**config.mk**
```make
export PLATFORM = sky130hd
export DESIGN_NAME = fp64_to_fp32_rounder
export DESIGN_NICKNAME = d
export VERILOG_FILES = /design/src/rtl/fp_pkg.sv /design/src/rtl/fp_pipe_reg.sv /design/src/rtl/fp64_to_fp32_rounder.sv
export SDC_FILE = /design/constraint.sdc
export NUM_CORES = 1
export LEC_CHECK = 0
export BUFFER_PORTS_ARGS = -buffer_cell sky130_fd_sc_hd__buf_4
export CAP_MARGIN = 5
export CORE_ASPECT_RATIO = 0.8
export CORE_MARGIN = 2
export CORE_UTILIZATION = 35
export DETAILED_ROUTE_END_ITERATION = 10
export SYNTH_ARGS = -nofsm -noshare
export SYNTH_HDL_FRONTEND = slang
export SYNTH_HIERARCHICAL = 1
export SYNTH_SLANG_ARGS = --single-unit
export TNS_END_PERCENT = 30
```
**constraint.sdc**
```tcl
create_clock -name clk -period 8.9 [get_ports clk]
set_input_delay 1.78 -clock clk [delete_from_list [all_inputs] [get_ports clk]]
set_output_delay 1.78 -clock clk [all_outputs]
set_load 0.02 [all_outputs]
```
**src/rtl/fp_pkg.sv**
```systemverilog
// -----------------------------------------------------------------------------
// fp_pkg
// Shared floating-point definitions for the fp64 -> fp32 rounding stage:
// IEEE-754 field widths, exponent biases, special fp32 encodings, the operand
// class enum and the packed payloads carried between pipeline stages.
// -----------------------------------------------------------------------------
package fp_pkg;

    localparam int FP64_EXP_W  = 11;
    localparam int FP64_MANT_W = 52;
    localparam int FP32_EXP_W  = 8;
    localparam int FP32_MANT_W = 23;

    localparam int EXP_BIAS64 = 1023;
    localparam int EXP_BIAS32 = 127;

    // Rebias fp64 -> fp32 exponent; kept as signed 12-bit so e_d - 896 never wraps.
    localparam logic signed [11:0] BIAS_DIFF = 12'(EXP_BIAS64 - EXP_BIAS32);

    // Number of fp64 mantissa bits dropped when narrowing to fp32.
    localparam int ROUND_BITS = FP64_MANT_W - FP32_MANT_W;

    localparam logic [FP64_EXP_W-1:0] FP64_EXP_MAX = 11'h7FF;
    localparam logic [31:0]           FP32_INF     = 32'h7F800000;
    localparam logic [31:0]           FP32_QNAN    = 32'h7FC00000;

    typedef enum logic [1:0] {
        CLASS_ZERO = 2'd0,
        CLASS_NORM = 2'd1,
        CLASS_INF  = 2'd2,
        CLASS_NAN  = 2'd3
    } fpClass_e;

    // Stage 1 -> stage 2 payload: classification plus the rounding decision.
    typedef struct packed {
        logic                    sign;
        fpClass_e                cls;
        logic signed [11:0]      expS;
        logic [FP32_MANT_W-1:0]  keep;
        logic                    inc;
        logic                    inexact;   // zero class: nonzero subnormal flushed
    } stage1_t;

    // Stage 2 output payload: packed fp32 result and exception flags.
    typedef struct packed {
        logic [31:0] result;
        logic        ovf;
        logic        unf;
        logic        inexact;
    } stage2_t;

endpackage

```
**src/rtl/fp_pipe_reg.sv**
```systemverilog
// -----------------------------------------------------------------------------
// fp_pipe_reg
// Enable-gated pipeline register with a companion valid bit. Both valid and
// data load together when en is high and hold otherwise.
// Ports:
//   clk      in   clock (rising edge)
//   rst      in   asynchronous active-high reset, clears valid and data
//   en       in   load enable (global pipeline advance)
//   validIn  in   valid bit for dataIn
//   dataIn   in   WIDTH-bit payload
//   validOut out  registered valid
//   dataOut  out  registered payload
// -----------------------------------------------------------------------------
module fp_pipe_reg #(
    parameter int WIDTH = 8
) (
    input  logic             clk,
    input  logic             rst,
    input  logic             en,
    input  logic             validIn,
    input  logic [WIDTH-1:0] dataIn,
    output logic             validOut,
    output logic [WIDTH-1:0] dataOut
);

    // Stage register: advance on enable, hold while the pipeline is stalled.
    always_ff @(posedge clk or posedge rst) begin
        if (rst) begin
            validOut <= 1'b0;
            dataOut  <= {WIDTH{1'b0}};
        end else if (en) begin
            validOut <= validIn;
            dataOut  <= dataIn;
        end
    end

endmodule

```
**src/rtl/fp64_to_fp32_rounder.sv**
```systemverilog
// -----------------------------------------------------------------------------
// fp64_to_fp32_rounder
// Narrows an fp64 product stream to IEEE-754 single precision with exception
// flags. Two-stage pipeline (classify/round-decide, then apply/pack) with a
// valid/ready handshake on both sides; one result per cycle when unstalled.
// Ports:
//   clk         in   clock
//   rst         in   asynchronous active-high reset
//   din[63:0]   in   fp64 operand {sign, exp[10:0], mant[51:0]}
//   din_valid   in   operand valid
//   din_ready   out  operand accepted this cycle (combinational)
//   dout[31:0]  out  fp32 result {sign, exp[7:0], mant[22:0]}
//   dout_valid  out  result and flags valid
//   dout_ready  in   consumer takes the result this cycle
//   ovf         out  overflow to +/-inf
//   unf         out  nonzero input flushed to +/-0
//   inexact     out  discarded bits nonzero, or ovf/unf
// Parameters:
//   ROUND_MODE  0 = round-to-nearest-even, 1 = truncate
//   CANON_NAN   result for any NaN input (sign forced to 0)
// -----------------------------------------------------------------------------
module fp64_to_fp32_rounder
    import fp_pkg::*;
#(
    parameter int          ROUND_MODE = 0,
    parameter logic [31:0] CANON_NAN  = FP32_QNAN
) (
    input  logic        clk,
    input  logic        rst,
    input  logic [63:0] din,
    input  logic        din_valid,
    output logic        din_ready,
    output logic [31:0] dout,
    output logic        dout_valid,
    input  logic        dout_ready,
    output logic        ovf,
    output logic        unf,
    output logic        inexact
);

    logic                    en_s;
    logic [FP64_EXP_W-1:0]   expD_s;
    logic [FP64_MANT_W-1:0]  mant_s;
    logic                    guard_s;
    logic                    sticky_s;
    stage1_t                 s1Next_s;
    stage1_t                 s1_r;
    logic                    s1Valid_r;
    logic [FP32_MANT_W:0]    sum_s;
    logic [FP32_MANT_W-1:0]  mantOut_s;
    logic signed [11:0]      expAdj_s;
    stage2_t                 s2Next_s;
    stage2_t                 s2_r;
    logic                    s2Valid_r;

    // A single enable moves the whole pipeline; an empty or draining output frees it.
    assign en_s      = !s2Valid_r || dout_ready;
    assign din_ready = en_s;

    assign expD_s   = din[62:52];
    assign mant_s   = din[FP64_MANT_W-1:0];
    assign guard_s  = mant_s[ROUND_BITS-1];
    assign sticky_s = |mant_s[ROUND_BITS-2:0];

    // Stage 1: classify the operand and decide whether to round up.
    always_comb begin
        s1Next_s.sign = din[63];
        s1Next_s.expS = $signed({1'b0, expD_s}) - BIAS_DIFF;
        s1Next_s.keep = mant_s[FP64_MANT_W-1 -: FP32_MANT_W];
        if (ROUND_MODE == 32'sd0) begin
            s1Next_s.inc = guard_s && (sticky_s || mant_s[ROUND_BITS]);
        end else begin
            s1Next_s.inc = 1'b0;
        end
        if (expD_s == 11'd0) begin
            // fp64 subnormals are flushed; flag only if something was lost.
            s1Next_s.cls     = CLASS_ZERO;
            s1Next_s.inexact = |mant_s;
        end else if (expD_s == FP64_EXP_MAX) begin
            s1Next_s.cls     = (|mant_s) ? CLASS_NAN : CLASS_INF;
            s1Next_s.inexact = 1'b0;
        end else begin
            s1Next_s.cls     = CLASS_NORM;
            s1Next_s.inexact = guard_s || sticky_s;
        end
    end

    fp_pipe_reg #(
        .WIDTH ($bits(stage1_t))
    ) stage1Reg (
        .clk      (clk),
        .rst      (rst),
        .en       (en_s),
        .validIn  (din_valid),
        .dataIn   (s1Next_s),
        .validOut (s1Valid_r),
        .dataOut  (s1_r)
    );

    // Mantissa increment; a carry out of 23 bits renormalises into the exponent.
    always_comb begin
        sum_s = {1'b0, s1_r.keep} + {{FP32_MANT_W{1'b0}}, s1_r.inc};
        if (sum_s[FP32_MANT_W]) begin
            mantOut_s = {FP32_MANT_W{1'b0}};
            expAdj_s  = s1_r.expS + 12'sd1;
        end else begin
            mantOut_s = sum_s[FP32_MANT_W-1:0];
            expAdj_s  = s1_r.expS;
        end
    end

    // Stage 2: range-check the rounded exponent and pack result plus flags.
    always_comb begin
        s2Next_s.result  = 32'd0;
        s2Next_s.ovf     = 1'b0;
        s2Next_s.unf     = 1'b0;
        s2Next_s.inexact = 1'b0;
        case (s1_r.cls)
            CLASS_ZERO: begin
                s2Next_s.result  = {s1_r.sign, 31'd0};
                s2Next_s.unf     = s1_r.inexact;
                s2Next_s.inexact = s1_r.inexact;
            end
            CLASS_INF: begin
                s2Next_s.result = {s1_r.sign, FP32_INF[30:0]};
            end
            CLASS_NAN: begin
                s2Next_s.result = {1'b0, CANON_NAN[30:0]};
            end
            CLASS_NORM: begin
                if (expAdj_s >= 12'sd255) begin
                    // Overflow saturates to infinity even when truncating.
                    s2Next_s.result  = {s1_r.sign, FP32_INF[30:0]};
                    s2Next_s.ovf     = 1'b1;
                    s2Next_s.inexact = 1'b1;
                end else if (expAdj_s <= 12'sd0) begin
                    // No fp32 subnormals are produced; flush to signed zero.
                    s2Next_s.result  = {s1_r.sign, 31'd0};
                    s2Next_s.unf     = 1'b1;
                    s2Next_s.inexact = 1'b1;
                end else begin
                    s2Next_s.result  = {s1_r.sign, expAdj_s[FP32_EXP_W-1:0], mantOut_s};
                    s2Next_s.inexact = s1_r.inexact;
                end
            end
            default: begin
                s2Next_s.result = 32'd0;
            end
        endcase
    end

    fp_pipe_reg #(
        .WIDTH ($bits(stage2_t))
    ) stage2Reg (
        .clk      (clk),
        .rst      (rst),
        .en       (en_s),
        .validIn  (s1Valid_r),
        .dataIn   (s2Next_s),
        .validOut (s2Valid_r),
        .dataOut  (s2_r)
    );

    assign dout       = s2_r.result;
    assign ovf        = s2_r.ovf;
    assign unf        = s2_r.unf;
    assign inexact    = s2_r.inexact;
    assign dout_valid = s2Valid_r;

endmodule

```
==> results of run 1 <==
## per-stage QoR
step | std cells | util (%) | instance area [µm²] | power, mW | setup slack [ps]
3_5_place_dp | 679 | 41.7 | 5590 | 0.761 | 4390
3_3_place_gp | 679 | 41.7 | 5590 | 0.755 | 4400
5_1_grt | 694 | 43.6 | 5850 | 1.14 | 4330
4_1_cts | 694 | 43.6 | 5850 | 1.09 | 4380
2_1_floorplan | 410 | - | 4750 | 0.676 | 5080
6_report | 694 | 43.6 | 5850 | 1.08 | 4400
## power by group
| part | internal [mW] | switching [mW] |
|---|---|---|
| registers | 0.397 | 0.0576 |
| logic | 0.165 | 0.136 |
| clock network | 0.194 | 0.133 |
## worst register-to-register path, delay by kind of cell (launching register included)
family	cells	cell delay, ps
and+or+nand+nor	7	2360
adders and majority gates	1	200
DFF	1	350
muxes	1	270
AOI/OAI and AO/OA	1	850
## worst max path at each step
stage | start | end | slack [ps] | cells past startpoint
after floorplan | dout_ready | din_ready | 5080 | 1
after global placement | dout_ready | din_ready | 4400 | 3
after detailed placement | dout_ready | din_ready | 4390 | 3
after CTS | dout_ready | din_ready | 4380 | 3
after global routing | dout_ready | din_ready | 4330 | 3
final | dout_ready | din_ready | 4400 | 3
## flip-flops by register name (all words and copies together), names as in the netlist
name,flops
stage2Reg/dataOut,35
stage2Reg/validOut,1
stage1Reg/dataOut,40
stage1Reg/validOut,1
## cells by family (layout without fill, tap and decap cells)
| kind of cell | Yosys count | after routing |
|---|---|---|
| xor gates and xnor gates | 35 | 35 |
| buffers and inverters | 26 | 130 |
| adders and majority gates | 4 | 4 |
| muxes | 78 | 78 |
| and+or+nand+nor | 152 | 152 |
| AOI/OAI and AO/OA | 38 | 38 |
| DFF | 77 | 77 |
## layout make-up
cell class	instances	area [µm²]	share of cell area (%)
Clock inverter	2	10.0	0.171
Sequential cell	77	1930	33.0
Multi-Input combinational cell	307	2600	44.5
Clock buffer	13	250	4.28
Tap cell	180	225	3.85
Timing Repair Buffer	107	803	13.7
Inverter	8	30.0	0.514
## placed cells by master, fill, tap and decap left out, types with 3 or more instances in the layout
cell type and n:
or4_1 8, nand2b_1 5, xor2_1 17, nor4_1 19, nand2_1 22, dfrtp_1 77, nand4_1 14, or3_1 6
nand3_1 14, a21oi_1 14, clkbuf_16 9, inv_1 8, a211oi_1 3, mux2_4 70, mux2_2 8, clkbuf_1 3
ha_1 4, buf_4 107, o211ai_1 5, xnor2_1 18, nor2_1 44, nor3_1 8
## layer usage
layer	vias up	routed length, µm	track usage [%]
met2	129	4920	24.7
met3	10	880	4.55
li1	1691	-	-
met5	-	0	0
met4	0	93	3.61
met1	1718	5440	22.8
==> results.json, run 1 <==
{
  "status": "finished, final reports clean",
  "cts_setup_buffers": 0,
  "synth-simple-area-share_pct": 17.3,
  "cap_violations": 0,
  "end_kind": "output pin",
  "start_util_pct": 35.5,
  "antenna_found_initial": 0,
  "min_to": "stage2Reg/dataOut[8]",
  "max-clock-path-buffers": 2,
  "finClkSkew_ps": 5.61,
  "fp.dieH_um": 108,
  "via_per_inst": 5.11,
  "core_um2": 13400,
  "hp-start": "stage2Reg/dataOut[8]",
  "diodes": 0,
  "nets": 582,
  "synth_area_leader_cell": "dfrtp_1",
  "overflow": 0,
  "die_w_um": 134,
  "hold_class": "flip-flop to flip-flop",
  "ys.flop_type": "dfrtp_1",
  "period_needed_ps": 4500,
  "hold_viol": 0,
  "period_share_pct": 50.6,
  "drt_iter0_drc": 165,
  "row_count": 38,
  "synth-edff-count": 0,
  "cts_made_buffers": 9,
  "clk_pin_slew_worst_paths_ps": 60,
  "synth_mux_area_share_pct": 24.0,
  "ios": 105,
  "grt.total_usage_pct": 16.1,
  "cp_common_cell": "buf_4",
  "crit_family": "simple AND/OR/NAND/NOR gates",
  "grt_max_degree": 42,
  "ant_nets": 0,
  "rrSetupSlack_ps": 4750,
  "required_ps": 7120,
  "ys_seq_area_share_pct": 40.5,
  "yosys.area.top_type_share_pct": 40.5,
  "synth_most_common_cell": "dfrtp_1",
  "cpPeakStageDelay_ps": 600,
  "clock_sinks": 77,
  "reg2reg_from": "stage1Reg/dataOut[1]",
  "cpMaxStageDelayCell": "nand2b_4",
  "tightestPinTransition_ps": 1060,
  "cts_root_buffer": "clkbuf_16",
  "max_freq_mhz": 222,
  "synth-seq-cells": 77,
  "path_cells": "buf_4, nand2b_4, buf_4",
  "h-tree-depth": 3,
  "netlist_instances": 410,
  "grt_pass1_vias": 3527,
  "netlist_area_um2": 4750,
  "holdWs_ps": 511,
  "relSlewSlack_pct": 28.7,
  "gp_congestion": 0.835,
  "synthAdderAreaFrac_pct": 1.05,
  "cts_hold_buf": 0,
  "layout-drive-gt1-share_pct": 40.3,
  "clkLatencyLatePin_ps": 330,
  "finalSetupTns_ps": 0,
  "synth.top_cells.by_area": "dfrtp_1 41%, mux2_4 22%, nor2_1 3.5%",
  "synth_nets": 482,
  "drc": 0,
  "synth_top_family_by_area": "multiplexers",
  "whs_path_depth": 1,
  "synthTopCellsByCount": "77 x dfrtp_1, 70 x mux2_4, 44 x nor2_1",
  "critPathBufInv": 2,
  "tritoncts": "yes",
  "port_buffers": 104,
  "criticalPathCategory": "primary input to output pin",
  "setup_viol": 0,
  "synth_area_per_cell_um2": 11.6,
  "cts-resized-gates": 0,
  "synth_compound_gate_area_share_pct": 5.76,
  "ys.warnings.count": 6,
  "timing.rr.end": "stage2Reg/dataOut[21]",
  "wirelength_um": 11300,
  "fillerInstances": 1312,
  "power.density_nw_per_um2": 185,
  "grt_pass1_wl_um": 18400,
  "cp_max_fo": 41,
  "synth_cell_types": 47,
  "wl_per_cell_um": 16.3,
  "irDropWorstVdd_mv": 0.0944,
  "cp.arrival_ps": 2720,
  "die_area_um2": 14500,
  "drv_slew": 0,
  "rsz0062_at_grt": "false",
  "hpwl_um": 8680,
  "startpoint_type": "primary input",
  "vias": 3548,
  "synth_xor_area_share_pct": 6.45,
  "dr.pass1.iters": 4,
  "worstRegToRegCells": 10,
  "p_leak_nw": 2.68,
  "areaGrowthSynthToFinish_pct": 23.0,
  "async_flop_share_pct": 100
}
Power figures use the tool's default switching activity.
==> inputs of run 2 (changes only) <==
clock period = 4.6 ns   (was 8.9 ns; I/O delays follow)
==> results.json, run 2 (synthesis gave the netlist of run 1 again) <==
{
  "ant_nets": 0,
  "grt.total_usage_pct": 17.5,
  "ff_latch_area_um2": 1930,
  "path_cells": "ha_1, nand3_1, or4_1, nor4_2, nand4_1, and3_4, o211ai_1, nand2b_1, nor2_1, mux2_4",
  "multiInputGateArea_um2": 2600,
  "final_common_cell": "buf_4",
  "period_needed_ps": 3930,
  "hold_class": "primary input to asynchronous set/reset pin",
  "status": "finished, final reports clean",
  "start_util_pct": 35.5,
  "drt_iter0_drc": 134,
  "p_leak_nw": 2.73,
  "fillerInstances": 1302,
  "core_um2": 13400,
  "utilization_pct": 44.2,
  "cts_root_buffer": "clkbuf_16",
  "dr.pass1.iters": 4,
  "end_kind": "flip-flop",
  "setup_viol": 0,
  "power.density_nw_per_um2": 382,
  "h-tree-depth": 3,
  "clock_sinks": 77,
  "row_count": 38,
  "cp_max_fo": 12,
  "ios": 105,
  "antenna_found_initial": 0,
  "hpwl_um": 9220,
  "irDropWorstVdd_mv": 0.233,
  "clk_pin_slew_worst_paths_ps": 60,
  "cpMaxStageDelayCell": "o211ai_1",
  "cts_made_buffers": 9,
  "max-clock-path-buffers": 2,
  "nets": 582,
  "worstRegToRegCells": 10,
  "cts_setup_buffers": 0,
  "finalSetupTns_ps": 0,
  "overflow": 0,
  "hold_viol": 0,
  "die_area_um2": 14500,
  "grt_pass1_vias": 3735,
  "period_share_pct": 85.3,
  "grt_pass1_wl_um": 19800,
  "holdWs_ps": 500,
  "rsz0062_at_grt": "false",
  "grt_max_degree": 43,
  "final_cell_mix": "107 x buf_4, 77 x dfrtp_1, 70 x mux2_4, 44 x nor2_1, 22 x nand2_1",
  "wirelength_um": 11900,
  "fp.dieH_um": 108,
  "via_per_inst": 5.13,
  "cts-resized-gates": 0,
  "cp.arrival_ps": 4150,
  "relSlewSlack_pct": 38.1,
  "startpoint_type": "flip-flop",
  "die_w_um": 134,
  "rrSetupSlack_ps": 670,
  "port_buffers": 104,
  "drc": 0,
  "timing.rr.end": "stage2Reg/dataOut[5]",
  "gp_congestion": 0.858,
  "drv_slew": 0,
  "cap_violations": 0,
  "max_freq_mhz": 255,
  "diodes": 0,
  "criticalPathCategory": "flip-flop to flip-flop",
  "vias": 3568,
  "required_ps": 4820,
  "layout-drive-gt1-share_pct": 41.0,
  "reg2reg_from": "stage1Reg/dataOut[1]",
  "clkLatencyLatePin_ps": 340,
  "worst_slack_ps": 675,
  "tightestPinTransition_ps": 925,
  "place_ws_ps": 680,
  "cpPeakStageDelay_ps": 750,
  "largest_reg_flops": 40,
  "finClkSkew_ps": 5.15,
  "tritoncts": "yes",
  "top_regs": "stage1Reg/dataOut (40), stage2Reg/dataOut (35)",
  "wl_per_cell_um": 17.2,
  "areaGrowthSynthToFinish_pct": 24.8,
  "largest_register": "stage1Reg/dataOut",
  "cts_hold_buf": 0
}
==> run 2: critical path: cells and delay by family, from the launching register on <==
family	cells	cell delay, ps
AOI/OAI and AO/OA	1	750
muxes	1	270
and+or+nand+nor	7	2230
adders and majority gates	1	190
DFF	1	360
==> run 2: where the power goes <==
part | total [mW] | switching [mW] | internal (mW)
registers | 0.884 | 0.116 | 0.768
clock network | 0.799 | 0.266 | 0.533
logic | 0.583 | 0.265 | 0.318
total | 2.27 | 0.647 | 1.62
==> run 2: layout make-up <==
type / count / share of cell area [%]
Clock buffer: 13 / 4.72
Inverter: 8 / 0.506
Timing Repair Buffer: 107 / 13.5
Sequential cell: 77 / 32.5
Tap cell: 180 / 3.80
Clock inverter: 3 / 1.10
Multi-Input combinational cell: 307 / 43.9
==> run 2: layer usage <==
layer,wire [µm],up-vias,track usage (%)
met2,5190,131,26.3
met1,5770,1727,24.6
met3,819,14,4.92
met5,0,-,0
li1,-,1696,-
met4,168,0,4.89
==> run 2: per-stage QoR <==
stage / power [mW] / cell area (µm²) / cells
after CTS: 2.29 / 5930 / 695
after global placement: 1.46 / 5590 / 679
after detailed placement: 1.48 / 5590 / 679
after global routing: 2.38 / 5930 / 695
after floorplan: 1.31 / 4750 / 410
final: 2.27 / 5930 / 695
==> run 2: worst max path at each step <==
stage	start	end	slack, ps
finish	stage1Reg/dataOut[1]	stage2Reg/dataOut[5]	670
CTS	stage1Reg/dataOut[1]	stage2Reg/dataOut[9]	640
floorplan	stage1Reg/dataOut[1]	stage2Reg/dataOut[26]	1640
global placement	stage1Reg/dataOut[1]	stage2Reg/dataOut[22]	850
detailed placement	stage1Reg/dataOut[1]	stage2Reg/dataOut[9]	680
global route	stage1Reg/dataOut[2]	stage2Reg/dataOut[9]	350
